$ cat src/rtl/div_sequencer.sv
// div_sequencer: multi-cycle radix-2 restoring divider controller for DIV/DIVU.
// Produces {remainder, quotient} for the HI/LO write path and stalls F/D/E
// while a divide is in flight.
// Optional build macro: DIV_EARLY_OUT_EN (finish in one cycle when |a| < |b|).
//
// state | meaning
// IDLE  | waiting for an accepted start
// BUSY  | one restoring step per cycle, WIDTH steps
// DONE  | result valid, ready pulses for one cycle
module div_sequencer #(
  parameter int WIDTH = 32
) (
  input  logic               clk,
  input  logic               rst,
  input  logic               start,
  input  logic               signed_div,
  input  logic [WIDTH-1:0]   a,
  input  logic [WIDTH-1:0]   b,
  input  logic               annul,
  output logic               stall,
  output logic               ready,
  output logic [2*WIDTH-1:0] result
);

  localparam int CW = $clog2(WIDTH + 1);

  typedef enum logic [1:0] {IDLE, BUSY, DONE} state_t;

  state_t           state, state_nxt;
  logic [WIDTH-1:0] rem, quo, dvs;
  logic             q_neg, r_neg;
  logic [CW-1:0]    cnt;

  logic             a_neg, b_neg, b_zero, early, accept, last, borrow;
  logic [WIDTH-1:0] a_mag, b_mag, rem_nxt, quo_nxt, q_fix, r_fix;
  logic [WIDTH:0]   rem_sh, diff;

  // Operand magnitudes and request qualification in IDLE
  always_comb begin
    a_neg  = signed_div & a[WIDTH-1];
    b_neg  = signed_div & b[WIDTH-1];
    a_mag  = a_neg ? (~a + 1'b1) : a;
    b_mag  = b_neg ? (~b + 1'b1) : b;
    b_zero = (b == '0);
    accept = (state == IDLE) & start & ~annul;
    early  = 1'b0;
`ifdef DIV_EARLY_OUT_EN
    // Quotient is zero and remainder is the original dividend
    early  = ~b_zero & (a_mag < b_mag);
`endif
  end

  // One restoring step plus the sign fixup applied on the final step
  always_comb begin
    rem_sh  = {rem, quo[WIDTH-1]};
    diff    = rem_sh - {1'b0, dvs};
    // rem < dvs always holds, so the shifted value stays below 2*dvs and
    // the top bit of the difference is a reliable borrow flag
    borrow  = diff[WIDTH];
    rem_nxt = borrow ? rem_sh[WIDTH-1:0] : diff[WIDTH-1:0];
    quo_nxt = {quo[WIDTH-2:0], ~borrow};
    q_fix   = q_neg ? (~quo_nxt + 1'b1) : quo_nxt;
    r_fix   = r_neg ? (~rem_nxt + 1'b1) : rem_nxt;
    last    = (state == BUSY) & (cnt == CW'(WIDTH - 1));
  end

  // State register
  always_ff @(posedge clk) begin
    if (rst) state <= IDLE;
    else     state <= state_nxt;
  end

  // Next-state and handshake outputs; annul overrides everything but reset
  always_comb begin
    state_nxt = state;
    ready     = 1'b0;
    case (state)
      IDLE: if (accept) state_nxt = (b_zero | early) ? DONE : BUSY;
      BUSY: if (last)   state_nxt = DONE;
      DONE: begin
        ready     = 1'b1;
        state_nxt = IDLE;
      end
      default: state_nxt = IDLE;
    endcase
    if (annul) begin
      state_nxt = IDLE;
      ready     = 1'b0;
    end
    stall = start & ~ready;
  end

  // Datapath: latch operands on accept, iterate in BUSY, publish result
  always_ff @(posedge clk) begin
    if (rst) begin
      rem    <= '0;
      quo    <= '0;
      dvs    <= '0;
      q_neg  <= 1'b0;
      r_neg  <= 1'b0;
      cnt    <= '0;
      result <= '0;
    end else if (accept) begin
      rem   <= '0;
      quo   <= a_mag;
      dvs   <= b_mag;
      q_neg <= a_neg ^ b_neg;
      r_neg <= a_neg;
      cnt   <= '0;
      if (b_zero)     result <= {a, {WIDTH{1'b1}}};
      else if (early) result <= {a, {WIDTH{1'b0}}};
    end else if ((state == BUSY) && !annul) begin
      rem <= rem_nxt;
      quo <= quo_nxt;
      cnt <= cnt + 1'b1;
      if (last) result <= {r_fix, q_fix};
    end
  end

endmodule

$ cat config.mk
export PLATFORM = sky130hd
export DESIGN_NAME = div_sequencer
export DESIGN_NICKNAME = d
export VERILOG_FILES = /design/src/rtl/div_sequencer.sv
export SDC_FILE = /design/constraint.sdc
export NUM_CORES = 1
export LEC_CHECK = 0
export CAP_MARGIN = 20
export CORE_UTILIZATION = 60
export CTS_CLUSTER_SIZE = 25
export DETAILED_ROUTE_END_ITERATION = 10
export GPL_TIMING_DRIVEN = 0
export PLACE_DENSITY = 0.87
export RECOVER_POWER = 25
export SYNTH_ARGS = -nofsm -noshare
export SYNTH_HDL_FRONTEND = slang
export SYNTH_SLANG_ARGS = --single-unit
$ cat constraint.sdc
create_clock -name clk -period 12.8 [get_ports clk]
set_clock_uncertainty 0.05 [all_clocks]
set_input_delay 1.28 -clock clk [delete_from_list [all_inputs] [get_ports clk]]
set_output_delay 1.28 -clock clk [all_outputs]
set_load 0.01 [all_outputs]
After elaboration in Yosys (flattened, before gate mapping)
Index checks and enable logic that the tools add are counted.
W data, S select, Z words.
{"block": "classes", "add_sub_neg": 6, "n_eq_ne": 6, "muxes": 17, "n_bitwise": 14, "reduce_logical": 10}
{"operator": "$mux W64", "count": 4}
{"operator": "$mux W32", "count": 7}
{"operator": "$add A32 B1 Y32 const B", "count": 4}
{"operator": "$not A32 Y32", "count": 4}
{"operator": "$sub A33 B32 Y33", "count": 1}
{"operator": "$logic_not A32 Y1", "count": 1}
{"operator": "$add A6 B1 Y6 const B", "count": 1}
{"operator": "$and A1 B1 Y1", "count": 6}
{"operator": "$eq A6 B5 Y1 const B", "count": 1}
{"operator": "$mux W2", "count": 3}
{"operator": "$ne A2 B2 Y1 const B", "count": 3}
{"operator": "$pmux W2 S2", "count": 1}
{"operator": "$reduce_bool A2 Y1", "count": 2}
{"operator": "$reduce_or A2 Y1", "count": 2}
{"operator": "$not A1 Y1", "count": 3}
{"operator": "$reduce_and A3 Y1", "count": 1}
{"operator": "$eq A2 B1 Y1 const B", "count": 1}
{"operator": "$eq A2 B2 Y1 const B", "count": 1}
{"operator": "$logic_not A2 Y1", "count": 1}
{"operator": "$mux W1", "count": 2}
{"operator": "$reduce_and A2 Y1", "count": 1}
{"operator": "$logic_and A1 B1 Y1", "count": 1}
{"operator": "$logic_not A1 Y1", "count": 1}
{"operator": "$xor A1 B1 Y1", "count": 1}
{"block": "word_totals", "reg_bits": 170, "inputBits": 69, "output_inout_bits": 66, "wordCells": 61}

Depth between registers and ports, before layout
{"block": "depth", "word_depth": 8, "depth_mapped": 26, "mapped_depth_nobuf": 24}

Least setup slack after synthesis
No wires, ideal clock.
{"block": "synth_timing", "path_type": "flip-flop to flip-flop", "from": "register quo[31]", "to": "register result[58]", "setup_time_ps": 79, "arrival_time_ps": 4787, "t_required_ps": 12671, "slack_ps": 7883, "path_stages_with_launch": 25, "n_path_buf": 3, "period_less_slack_ps": 4917, "path_cell_list": "dfxtp_1 > inv_1 > ha_1 > inv_1 > fa_1 > a211oi_1 > o21ai_2 > nand2_4 > o31ai_4 > a41o_1 > nor2_2 > buf_4 > buf_4 > buf_2 > mux2i_1 > ha_1 > inv_1 > nor2_1 > nand3_1 > nor4_2 > a41oi_2 > or3_4 > o31ai_1 > xnor2_1 > a211oi_2"}
{"block": "synth_between", "elab_chain_len": 8}
{"item": "from (decl)", "line_no": "30", "text": "logic [WIDTH-1:0] rem, quo, dvs;"}
{"item": "from (signal assigned)", "line_no": "105", "text": "quo <= a_mag;"}
{"item": "from (signal assigned)", "line_no": "114", "text": "quo <= quo_nxt;"}
{"item": "$sub A33 B32 Y33", "line_no": "56", "text": "diff = rem_sh - {1'b0, dvs};"}
{"item": "$mux W32 *", "line_no": "60", "text": "rem_nxt = borrow ? rem_sh[WIDTH-1:0] : diff[WIDTH-1:0];"}
{"item": "$not A32 Y32", "line_no": "63", "text": "r_fix = r_neg ? (~rem_nxt + 1'b1) : rem_nxt;"}
{"item": "$add A32 B1 Y32", "line_no": "63"}
{"item": "$mux W32 *", "line_no": "63"}
{"item": "$mux W64 *", "line_no": "116", "text": "if (last) result <= {r_fix, q_fix};"}
{"item": "$mux W64 *", "line_no": "112", "text": "end else if ((state == BUSY) && !annul) begin"}
{"item": "$mux W64 *", "line_no": "103", "text": "end else if (accept) begin"}
{"item": "to (signal assigned)", "line_no": "110", "text": "if (b_zero) result <= {a, {WIDTH{1'b1}}};"}
{"item": "to (signal assigned)", "line_no": "111", "text": "else if (early) result <= {a, {WIDTH{1'b0}}};"}
{"item": "to (signal assigned)", "line_no": "116"}
{"item": "to (decl)", "line_no": "22", "text": "output logic [2*WIDTH-1:0] result"}
Mark *: on every way between the ends. The rest lies on a longest branch, timed or not. The select of a mux whose other input is x is not followed.
A chain may end at the register's enable or synchronous reset.

Worst setup path in the final report
Ends and elaborated chain as after synthesis.

==> metrics.csv <==
stage,metric,value,unit
outcome,status,finished clean,
setup_path,CP arrival,6.95,ns
final_layout,Fillers,1586,
detailed_routing,DR vias,13500,
synth,XOR/XNOR Fraction of Synth Area,9.40,%
clocking,Sink Count,170,
min_path,hold path endpoint,dvs[31]$_SDFFE_PP0P_,
final_layout,Final Util,73.4,%
final_layout,most frequent cells in the layout,"206 x nor2_1, 177 x nand2_1, 170 x dfxtp_1",
timing,Fin. Hold Viols,0,
final_layout,post-route cell area,14400,um^2
floorplanning,core box area,19600,um^2
setup_path,crit path capture type,flip-flop,
synth,Synth Instances,1597,
detailed_routing,ANT nets after route,0,
power_and_ir_drop,Max IR drop VDD,0.105,mV
setup_path,cells on worst reg2reg path,25,
setup_path,Reg2Reg Capture Point,result[58]$_SDFFE_PP0P_,
synth,Synth Area in Adders,3.99,%
synth,syn nets,1704,
timing,Max Freq,0.151,GHz
detailed_routing,First DRT Iteration DRCs,1811,
setup_path,worst reg2reg setup slack,6.17,ns
floorplanning,Die Ht,144,um
clocking,post_cts resized,0,
setup_path,Worst Setup Start Kind,flip-flop,
timing,unrepaired setup endpoints after global routing,no,
final_layout,fin cells,2028,
detailed_routing,number of iterations in the first detailed-routing pass,6,
synth,Synth Cell Area,12100,um^2
setup_path,Crit path required time,13.12,ns
setup_path,crit-path max FO,10,
synth,main combinational cell family by area after synthesis,compound AO/OA/AOI/OAI gates,
power_and_ir_drop,cell area power density,106,nW/um^2
place,hpwl dp,33800,um
place,Placed Area,13800,um^2
floorplanning,initial core utilization,61.8,%
timing,fin crit period,6.63,ns
setup_path,Reg2Reg Launch Point,quo[31]$_SDFFE_PP0P_,
detailed_routing,wire per inst,21.6,um
setup_path,WS Path Type,reg2reg,
synth,Seq cells post-synth,170,
clocking,number of buffers created by CTS,17,
synth,Post-Synth Simple-Gate Area,22.9,%
synth,register area share after synthesis,28.1,%
clocking,Hold Buf Count CTS,0,
synth,Post-synth EDFFs,0,
floorplanning,Top-Level Pins,135,
place,placed cells,1995,
synth,post-synthesis mux area share,2.46,%
place,PortBufs,133,
detailed_routing,Via density,6.64,
synth,post-synth top area share,28.1,%
synth,Synth Area in Compound Gates,28.1,%
clocking,CTS tree,built,
clocking,worst skew pair latency,0.45,ns
final_layout,"commonest non-fill, non-tap cell in the layout",nor2_1,
floorplanning,Die Footprint,20800,um^2
clocking,CTS HTree Levels,4,
final_layout,fin nets,1857,
detailed_routing,DRC Markers,0,
synth,"Top FF cell, synth",dfxtp_1,
grt,largest net degree at the start of global routing,20,
place,gpl congestion,0.975,
min_path,Worst Hold Depth,2,
clocking,clock root buffer,clkbuf_16,
final_layout,layout cells sized above 1,5.50,%
grt,grt total ovfl,0,
clocking,clock slew at reported path FFs,0.07,ns
synth,top post-synthesis cells by area,"dfxtp_1 28%, nor2_1 6.4%, a211oi_1 6.2%, nand2_1 5.5%, xor2_1 5.4%",
clocking,Post-CTS Repair Setup Buffers,0,
final_layout,area grow syn2layout,18.8,%
synth,"area leader, netlist",dfxtp_1,
floorplanning,Die W,144,um
min_path,Hold Crit Class,reg2reg,
grt,initial antenna violation count,0,
timing,Setup Total Neg Slack,0,ns
final_layout,antenna cell count,0,
synth,ys async rst share,0,%
grt,first-pass GRT wire length,67100,um
synth,Synth warnings,0,
detailed_routing,WL final,43800,um
synth,Synth cell types,91,
floorplanning,site row count,51,
grt,vias in the first global route,12400,
min_path,Hold Path Origin,dvs[31]$_SDFFE_PP0P_,
synth,Syn Area/Cell,7.58,um^2
flow_run,Max-Cap Viols,0,
clocking,clock buffer depth,2,
timing,Final Max Slew Viols,0,
timing,Relative slew margins,36.4,%
timing,fin crit share,51.8,%
timing,final setup violating endpoints,0,
timing,Worst Max-Slew Pin Slew,0.954,ns
power_and_ir_drop,Leak Pwr,5.29,nW
grt,Global Route Usage Sum,42.6,%
-- per-layer routing --
metal	share of wire [%]	global-route usage (%)	wire length [um]	up-vias
met5	0	0	0	-
met4	4.6	18.7	2010	0
met3	12	10.6	5470	173
met2	42	64.1	18600	881
met1	41	57.5	17800	6266
li1	-	-	-	6137
-- final cells by class --
class                   instances  area, um^2  area share (%)
well taps                     265         332            2.31
multi-input cells            1272        8090            56.2
flip-flops and latches        170        3400            23.7
plain buffers                 101         415            2.89
clock buffers                  17         425            2.96
inverters                      54         203            1.41
clock inverters                15         180            1.25
repair buffers                134        1340            9.29
-- power breakdown --
part	total [mW]	internal, mW	switching (mW)
combinational	0.435	0.158	0.277
clock	0.529	0.264	0.265
sequential	0.563	0.545	0.0188
-- synth_stat cells, drive strengths merged (3+ instances only) --
cell type and number:
nand2 178, nand2b 4, nor2b 5, mux2i 23, a41oi 8, nor4 13, a31oi 14, a211oi 103
o21bai 4, nor2 209, or4 7, a21oi 101, or3 33, a2111oi 14, inv 54, and2 18
a22oi 8, xor2 75, o22ai 3, o21ai 88, clkbuf 78, o21a 9, a21o 14, a211o 4
o31a 6, nand3b 7, o41ai 6, buf 23, or2 7, dfxtp 170, o31ai 25, and3 11
nor4b 4, ha 37, and4 3, o211ai 6, xnor2 55, nor3 67, nand4 13, mux2 4
a311oi 39, nand3 20
-- how the worst max path moves through the flow --
stage / to / start / slack, ns / depth (start not counted)
floorplan: result[58]$_SDFFE_PP0P_ / quo[31]$_SDFFE_PP0P_ / 7.88 / 24
global placement: result[58]$_SDFFE_PP0P_ / quo[31]$_SDFFE_PP0P_ / 6.53 / 25
detailed placement: result[58]$_SDFFE_PP0P_ / quo[31]$_SDFFE_PP0P_ / 6.40 / 25
CTS: result[58]$_SDFFE_PP0P_ / quo[31]$_SDFFE_PP0P_ / 6.37 / 25
global route: result[58]$_SDFFE_PP0P_ / quo[31]$_SDFFE_PP0P_ / 5.83 / 25
finish: result[58]$_SDFFE_PP0P_ / quo[31]$_SDFFE_PP0P_ / 6.17 / 25
-- state kept, by name, summed over array words and instances, names as in the netlist --
| signal | flops |
|---|---|
| r_neg | 1 |
| rem | 32 |
| result | 64 |
| q_neg | 1 |
| state | 2 |
| dvs | 32 |
| quo | 32 |
| cnt | 6 |
-- worst max-delay path, cell delays in order (launching register included) --
cell and delay, ns:
dfxtp_1 0.36, inv_1 0.07, ha_1 0.15, inv_1 0.06, fa_1 0.42, a211oi_1 0.45
o21ai_2 0.20, nand2_4 0.13, o31ai_4 0.10, a311oi_2 0.68, nor2_2 0.11, inv_2 0.17
buf_2 0.30, buf_1 0.58, o21ai_0 0.31, inv_1 0.11, ha_1 0.19, inv_1 0.07
nor2_1 0.12, nand3_1 0.17, nor4_2 0.41, a41oi_2 0.26, or3_4 0.42, o31ai_1 0.26
xnor2_1 0.15, a211oi_2 0.23
-- stage by stage --
stage                     setup WS, ns  power [mW]  hold WS [ns]
after floorplan                   7.88       0.860         0.382
after global placement            6.53       0.982         0.396
after detailed placement          6.40       0.990         0.406
after CTS                         6.37        1.50         0.416
after global routing              5.83        1.58         0.458
final                             6.17        1.53         0.419
-- kinds of logic after synthesis --
| group | Yosys count |
|---|---|
| flops | 170 |
| xor+xnor | 130 |
| fa+ha+maj | 38 |
| simple gates | 602 |
| compound gates | 474 |
| mux | 28 |
| buf+inv | 155 |
Power figures use the tool's default switching activity.
